## src/rtl/posit_pkg.sv

```systemverilog
// Shared posit constants and field bundle for the encoder and the positadd decode side.
package posit_pkg;

  localparam int unsigned POSIT_N  = 32;
  localparam int unsigned POSIT_ES = 2;
  localparam int unsigned POSIT_FW = 30;
  localparam int unsigned POSIT_SW = 9;

  localparam logic [POSIT_N-1:0] MAXPOS = {1'b0, {(POSIT_N-1){1'b1}}};
  localparam logic [POSIT_N-1:0] MINPOS = POSIT_N'(1);
  localparam logic [POSIT_N-1:0] NAR    = {1'b1, {(POSIT_N-1){1'b0}}};

  // Smallest scale that no longer fits a regime inside n-1 bits.
  function automatic int max_scale(input int unsigned n, input int unsigned es);
    return int'((n - 2) << es);
  endfunction

  localparam int MAX_SCALE = max_scale(POSIT_N, POSIT_ES);

  typedef struct packed {
    logic                sign;
    logic [POSIT_SW-1:0] scale;
    logic [POSIT_FW-1:0] frac;
    logic                sticky;
    logic                zero;
    logic                inf;
  } posit_fields_t;

endpackage

```

## src/rtl/posit_round_rne.sv

```systemverilog
// Round-to-nearest-even of a posit magnitude; never wraps past maxpos or drops to zero.
module posit_round_rne
  import posit_pkg::*;
#(
  parameter int unsigned MW = POSIT_N - 1
) (
  input  logic [MW-1:0] mag_i,
  input  logic          guard_i,
  input  logic          sticky_i,
  output logic [MW-1:0] mag_c_o
);

  logic round_up_c;

  always_comb begin
    round_up_c = guard_i && (mag_i[0] || sticky_i);
    mag_c_o    = mag_i;
    if (round_up_c && !(&mag_i)) begin
      mag_c_o = mag_i + MW'(1);
    end
    if (mag_c_o == '0) begin
      mag_c_o = MW'(1);
    end
  end

endmodule

```

## src/rtl/posit_encode_pipe.sv

```systemverilog
// Three-stage posit encoder: field split, pack/round, sign/specials, with valid/ready.
// Optional saturation counter port sat_count under POSIT_ENC_SAT_CNT_EN.
module posit_encode_pipe
  import posit_pkg::*;
#(
  parameter int unsigned N  = POSIT_N,
  parameter int unsigned ES = POSIT_ES,
  parameter int unsigned FW = POSIT_FW,
  parameter int unsigned SW = POSIT_SW
) (
  input  logic          clk,
  input  logic          rst_n,
  input  logic          in_valid,
  output logic          in_ready,
  input  logic          in_sign,
  input  logic [SW-1:0] in_scale,
  input  logic [FW-1:0] in_frac,
  input  logic          in_sticky,
  input  logic          in_zero,
  input  logic          in_inf,
  output logic          out_valid,
  input  logic          out_ready,
  output logic [N-1:0]  out_posit,
  output logic          out_zero,
  output logic          out_inf
`ifdef POSIT_ENC_SAT_CNT_EN
  ,
  output logic [15:0]   sat_count
`endif
);

  localparam int unsigned MW   = N - 1;
  localparam int unsigned VW   = 2 + ES + FW;
  localparam int unsigned EXTW = VW + N - 3;
  localparam int unsigned SHW  = $clog2(N);
  localparam logic signed [SW-1:0] SAT_HI = SW'(max_scale(N, ES));
  localparam logic signed [SW-1:0] SAT_LO = -SAT_HI;

  logic s1_v_q, s2_v_q, s3_v_q;
  logic s1_adv_c, s2_adv_c, s3_adv_c;

  assign s3_adv_c  = !s3_v_q || out_ready;
  assign s2_adv_c  = !s2_v_q || s3_adv_c;
  assign s1_adv_c  = !s1_v_q || s2_adv_c;
  assign in_ready  = !s1_v_q || s1_adv_c;
  assign out_valid = s3_v_q;

  // ---------------- S1: regime shift amount and saturation detect
  logic signed [SW-1:0] scale_c, k_c;
  logic                 s1_smax_d, s1_smin_d, s1_neg_d;
  logic [SHW-1:0]       s1_sh_d;

  logic           s1_sign_q, s1_zero_q, s1_inf_q, s1_smax_q, s1_smin_q, s1_neg_q, s1_stk_q;
  logic [SHW-1:0] s1_sh_q;
  logic [ES-1:0]  s1_e_q;
  logic [FW-1:0]  s1_frac_q;

  assign scale_c = $signed(in_scale);
  assign k_c     = scale_c >>> ES;

  always_comb begin
    s1_smax_d = scale_c >= SAT_HI;
    s1_smin_d = scale_c <= SAT_LO;
    s1_neg_d  = k_c[SW-1];
    // Fill run beyond the two-bit regime seed: k ones for k>=0, -k-1 zeros for k<0.
    s1_sh_d   = k_c[SW-1] ? SHW'(~k_c) : SHW'(k_c);
  end

  always_ff @(posedge clk or negedge rst_n) begin
    if (!rst_n) begin
      s1_v_q    <= 1'b0;
      s1_sign_q <= 1'b0;
      s1_zero_q <= 1'b0;
      s1_inf_q  <= 1'b0;
      s1_smax_q <= 1'b0;
      s1_smin_q <= 1'b0;
      s1_neg_q  <= 1'b0;
      s1_stk_q  <= 1'b0;
      s1_sh_q   <= '0;
      s1_e_q    <= '0;
      s1_frac_q <= '0;
    end else if (s1_adv_c) begin
      s1_v_q <= in_valid;
      if (in_valid) begin
        s1_sign_q <= in_sign;
        s1_zero_q <= in_zero;
        s1_inf_q  <= in_inf;
        s1_smax_q <= s1_smax_d;
        s1_smin_q <= s1_smin_d;
        s1_neg_q  <= s1_neg_d;
        s1_stk_q  <= in_sticky;
        s1_sh_q   <= s1_sh_d;
        s1_e_q    <= in_scale[ES-1:0];
        s1_frac_q <= in_frac;
      end
    end
  end

  // ---------------- S2: pack regime|e|frac, round, apply saturation
  logic [VW-1:0]   seed_c;
  logic [EXTW-1:0] ext_c, fill_c, shifted_c;
  logic [MW-1:0]   mag_pre_c, mag_rnd_c, s2_mag_d;
  logic            guard_c, sticky_c;

  logic          s2_sign_q, s2_zero_q, s2_inf_q;
  logic [MW-1:0] s2_mag_q;

  assign seed_c    = {~s1_neg_q, s1_neg_q, s1_e_q, s1_frac_q};
  assign ext_c     = {seed_c, {(N-3){1'b0}}};
  assign fill_c    = s1_neg_q ? '0 : ~({EXTW{1'b1}} >> s1_sh_q);
  assign shifted_c = (ext_c >> s1_sh_q) | fill_c;
  assign mag_pre_c = shifted_c[EXTW-1 -: MW];
  assign guard_c   = shifted_c[EXTW-1-MW];
  assign sticky_c  = (|shifted_c[EXTW-2-MW:0]) | s1_stk_q;

  posit_round_rne #(.MW(MW)) u_round (
    .mag_i   (mag_pre_c),
    .guard_i (guard_c),
    .sticky_i(sticky_c),
    .mag_c_o (mag_rnd_c)
  );

  always_comb begin
    s2_mag_d = mag_rnd_c;
    if (s1_smax_q) begin
      s2_mag_d = {MW{1'b1}};
    end else if (s1_smin_q) begin
      s2_mag_d = MW'(1);
    end
  end

  always_ff @(posedge clk or negedge rst_n) begin
    if (!rst_n) begin
      s2_v_q    <= 1'b0;
      s2_sign_q <= 1'b0;
      s2_zero_q <= 1'b0;
      s2_inf_q  <= 1'b0;
      s2_mag_q  <= '0;
    end else if (s2_adv_c) begin
      s2_v_q <= s1_v_q;
      if (s1_v_q) begin
        s2_sign_q <= s1_sign_q;
        s2_zero_q <= s1_zero_q;
        s2_inf_q  <= s1_inf_q;
        s2_mag_q  <= s2_mag_d;
      end
    end
  end

  // ---------------- S3: sign, specials, output register
  logic [N-1:0] posit_d;

  always_comb begin
    posit_d = {1'b0, s2_mag_q};
    if (s2_inf_q) begin
      posit_d = {1'b1, {(N-1){1'b0}}};
    end else if (s2_zero_q) begin
      posit_d = '0;
    end else if (s2_sign_q) begin
      posit_d = ~{1'b0, s2_mag_q} + N'(1);
    end
  end

  always_ff @(posedge clk or negedge rst_n) begin
    if (!rst_n) begin
      s3_v_q    <= 1'b0;
      out_posit <= '0;
      out_zero  <= 1'b0;
      out_inf   <= 1'b0;
    end else if (s3_adv_c) begin
      s3_v_q <= s2_v_q;
      if (s2_v_q) begin
        out_posit <= posit_d;
        out_zero  <= s2_inf_q ? 1'b0 : s2_zero_q;
        out_inf   <= s2_inf_q;
      end
    end
  end

`ifdef POSIT_ENC_SAT_CNT_EN
  // Clamp flag rides alongside the beat; specials never count.
  logic s2_clamp_d, s2_clamp_q, s3_clamp_q;

  assign s2_clamp_d = !s1_zero_q && !s1_inf_q &&
                      (s1_smax_q || s1_smin_q || ((&mag_pre_c) && guard_c));

  always_ff @(posedge clk or negedge rst_n) begin
    if (!rst_n) begin
      s2_clamp_q <= 1'b0;
      s3_clamp_q <= 1'b0;
      sat_count  <= '0;
    end else begin
      if (s2_adv_c && s1_v_q) begin
        s2_clamp_q <= s2_clamp_d;
      end
      if (s3_adv_c && s2_v_q) begin
        s3_clamp_q <= s2_clamp_q;
      end
      if (s3_v_q && out_ready && s3_clamp_q && (sat_count != 16'hFFFF)) begin
        sat_count <= sat_count + 16'd1;
      end
    end
  end
`endif

endmodule

```

## config.mk

```make
export PLATFORM = sky130hd
export DESIGN_NAME = posit_encode_pipe
export DESIGN_NICKNAME = d
export VERILOG_FILES = /design/src/rtl/posit_pkg.sv /design/src/rtl/posit_round_rne.sv /design/src/rtl/posit_encode_pipe.sv
export SDC_FILE = /design/constraint.sdc
export NUM_CORES = 1
export LEC_CHECK = 0
export ABC_AREA = 1
export CAP_MARGIN = 40
export CELL_PAD_IN_SITES_DETAIL_PLACEMENT = 1
export CELL_PAD_IN_SITES_GLOBAL_PLACEMENT = 1
export CORE_ASPECT_RATIO = 1.25
export CORE_MARGIN = 2
export CORE_UTILIZATION = 37
export DETAILED_ROUTE_END_ITERATION = 10
export PLACE_DENSITY = 0.77
export SLEW_MARGIN = 20
export SYNTH_ARGS = -nofsm -noshare
export SYNTH_HDL_FRONTEND = slang
export SYNTH_SLANG_ARGS = --single-unit
```

## constraint.sdc

```tcl
create_clock -name clk -period 3.19 [get_ports clk]
set_input_delay 0.4785 -clock clk [delete_from_list [all_inputs] [get_ports clk]]
set_output_delay 0.4785 -clock clk [all_outputs]
set_load 0.005 [all_outputs]
```

==> impl_metrics.toml <==
[outcome]
status = "complete, but fails checks"
violations = "setup timing"

[placed_design]
io_buffers = 82
hpwl_um = 29100
place_ws_ns = -0.162
place_area_um2 = 11300
gp_congestion = 0.962
dp.cells = 1994

[grt]
grt_max_degree = 70
use_met1 = 0.302
grt_pass1_wl_um = 59900
grtUsageMet2 = 0.553
antenna_found_initial = 0
grt_pass1_vias = 11473
gr-total-overflow = 0
track_usage = 0.285
use_met3 = 0.0298
busiest_layer = "met2"

[worst_setup_path]
r2r-start = "s1_sh_q[0]$_DFFE_PN0P_"
cp_max_fo = 17
cp.arrival_ns = 3.60
worst_setup_path_end_kind = "flip-flop"
critical_path_class = "flip-flop to flip-flop"
start_kind = "flip-flop"
required_ns = 3.55
crit_path_start = "s1_sh_q[0]$_DFFE_PN0P_"

[layout]
fill_cells = 3280
layout-drive-gt1-share = 0.229
design_area_um2 = 12800
fin_util = 0.522
n_antenna_cell = 0
stdcell_count = 2047
finalNetCount = 1755
syn_to_final_growth_pct = 38.1

[power]
pwr-share-clk = 0.181
power_mw = 10.4
power.leakage_nw = 6.26
ir_worst_vdd_uv = 466
p_sw_mw = 4.90
power_switching_share = 0.470
p_seq_frac = 0.227
internal-power_mw = 5.51
power.density_nw_per_um2 = 812
combPwrFrac = 0.592

[synthesis]
synthAdderAreaFrac = 0.00404
synth_cells = 1512
synth-simple-area-share = 0.482
async_flop_share = 1.00
yosysWarningCount = 0
synth_xor_area_frac = 0.00943
syn_nets = 1562
synth_seq_area_share = 0.310
muxShareOfSynthArea = 0
synthFlopType = "dfrtp_1"
synth_compound_area_frac = 0.107
synth-seq-cells = 115
syn_area_per_cell_um2 = 6.14
netlist_area_um2 = 9280
synth_edf_count = 0
synth_top_family_by_area = "simple AND/OR/NAND/NOR gates"
synth.distinct_cells = 48

[floorplanning]
io_pins = 83
core-area_um2 = 24600
dieWidth_um = 146
num_rows = 64
die-height_um = 181
start_util = 0.378
dieArea_um2 = 26400

[detailed_routing]
drc_errors = 0
vias_per_cell = 5.41
num_vias = 11068
totalWireLength_um = 38600
ant_nets = 0
first_iter_violations = 468
firstDrtPassIters = 5
wl_per_cell_um = 18.8

[clocking]
clk_transition_reported_paths_ns = 0.06
cts_tree = "built"
clock-root-buffer = "clkbuf_16"
clock_latency_ns = 0.44
cts_buffers = 17
cts.htree.levels = 4
cts.path.max_buffers = 2
clock_sinks = 115

[timing]
relSlewSlack = 0.564
hold_viol = 0
rsz0062_at_grt = "true"
setup_ws_ns = -0.0525
skew_ns = 0.0113
finalSetupTns_ns = -0.0525
min_period_over_period = 1.02
worstMarginPinSlew_ns = 0.653
slew_violations = 0
fin_crit_ns = 3.24
hold_ws_ns = 0.0588
setup_viol = 1
fmax_mhz = 308

[job]
maxCapViolations = 0

[min_path]
hp-class = "input port to asynchronous set/reset pin"
==> cell usage in the layout, fill, tap and decap left out, types with 6 or more instances in the layout <==
master,netlist,final
xor2_1,9,9
nand4_1,8,8
nor2_2,8,27
nand3b_1,8,8
inv_1,95,92
clkdlybuf4s50_1,0,81
nand2_1,609,567
a22oi_1,25,25
nor2_1,116,80
buf_12,1,14
clkbuf_16,0,20
nand3_1,221,179
nand2_4,2,9
o21ai_0,74,73
o21ai_1,13,14
buf_4,3,136
buf_6,10,6
nand3_2,9,47
nor3_1,17,13
a21oi_1,36,33
nand2_2,23,56
nor2_4,4,21
dfrtp_1,115,114
inv_2,14,17
==> Yosys cell counts, types with 8 or more instances <==
master      n  area (um^2)
a22oi_1    25          188
dfrtp_1   115         2880
inv_2      14         52.6
nor2_1    116          435
o21ai_0    74          370
nand4_1     8         50.1
clkbuf_1   22         82.6
nor3_1     17         85.1
buf_6      10          113
nor2_2      8         50.1
buf_1      12         45.0
nand2_1   609         2290
inv_1      95          357
buf_2      21          105
nand3_1   221         1110
nand2_2    23          144
nand3_2     9         90.1
a21oi_1    36          180
nand3b_1    8         60.1
o21ai_1    13         65.1
xor2_1      9         78.8
==> flip-flops by register name (all words and copies together), names as in the netlist, 2 cells and up <==
| name | cells |
|---|---|
| s1_frac_q | 30 |
| out_posit | 32 |
| s1_e_q | 2 |
| s1_sh_q | 5 |
| s2_mag_q | 31 |
==> cell type report <==
| cell class | instances | area (um^2) | share of cell area |
|---|---|---|---|
| tap | 330 | 413 | 0.0322 |
| multi-input combinational | 1216 | 6230 | 0.486 |
| inverter | 112 | 428 | 0.0334 |
| clock inverter | 12 | 120 | 0.00937 |
| sequential | 115 | 2880 | 0.225 |
| timing repair buffer | 243 | 2310 | 0.180 |
| clock buffer | 19 | 443 | 0.0345 |
==> cell families after synthesis <==
family	after synthesis
AO/OA/AOI/OAI	168
XOR/XNOR	10
adder cells (fa/ha/maj)	3
buffers and inverters	181
flip-flops	115
AND/OR/NAND/NOR	1035
==> path summary, 6_finish.rpt <==
check                                            end  slack, ns  depth (start not counted)
max in group asynchronous     s1_sh_q[0]$_DFFE_PN0P_       2.31                          2
min in group clk           out_posit[16]$_DFFE_PN0P_       0.48                          2
min                        out_posit[27]$_DFFE_PN0P_       0.06                          1
max                          s2_mag_q[0]$_DFFE_PN0P_      -0.05                         26
min reg2reg                out_posit[16]$_DFFE_PN0P_       0.48                          2
max reg2reg                  s2_mag_q[0]$_DFFE_PN0P_      -0.05                         26
==> power by group through the flow <==
stage | clock network, mW | registers, mW | logic [mW]
global placement | 0 | 2.34 | 5.32
global route | 1.97 | 2.42 | 6.73
detailed placement | 0 | 2.36 | 5.47
CTS | 1.90 | 2.34 | 5.66
finish | 1.89 | 2.36 | 6.17
floorplan | 0 | 2.25 | 3.06
==> critical path, cell delays in order (launching register included) <==
cell and delay [ns]:
dfrtp_2 0.48, buf_12 0.16, clkbuf_16 0.18, nand2_1 0.12, nand3_2 0.12, nand3_1 0.14
nand3_2 0.09, nand3_2 0.11, nand3b_4 0.11, ha_4 0.18, inv_2 0.08, nor2_4 0.05
buf_12 0.13, nand2_8 0.08, nor2_8 0.04, nand2_4 0.09, nand2_8 0.09, clkbuf_16 0.17
nand2_1 0.05, nand2_1 0.07, nor2_1 0.12, nand2_1 0.06, nor2_1 0.12, nand2_1 0.08
nor2_1 0.11, nor2_1 0.05, nor2_1 0.07
==> repair_timing <==
item                                    in CTS  in global routing
pin swaps                                   10                 39
hold buffers                                 0                  0
cloned                                       1                  4
endpoints found under the setup margin       2                 34
endpoints found under the hold margin        0                  0
setup buffers                                6                 10
gates resized for setup                     43                131
==> metal layers <==
metal  vias up  share of wire
met5         -              0
met1      5374           0.37
met3       123          0.029
met2       262           0.55
met4         0          0.054
li1       5309              -
Power figures use the tool's default switching activity.
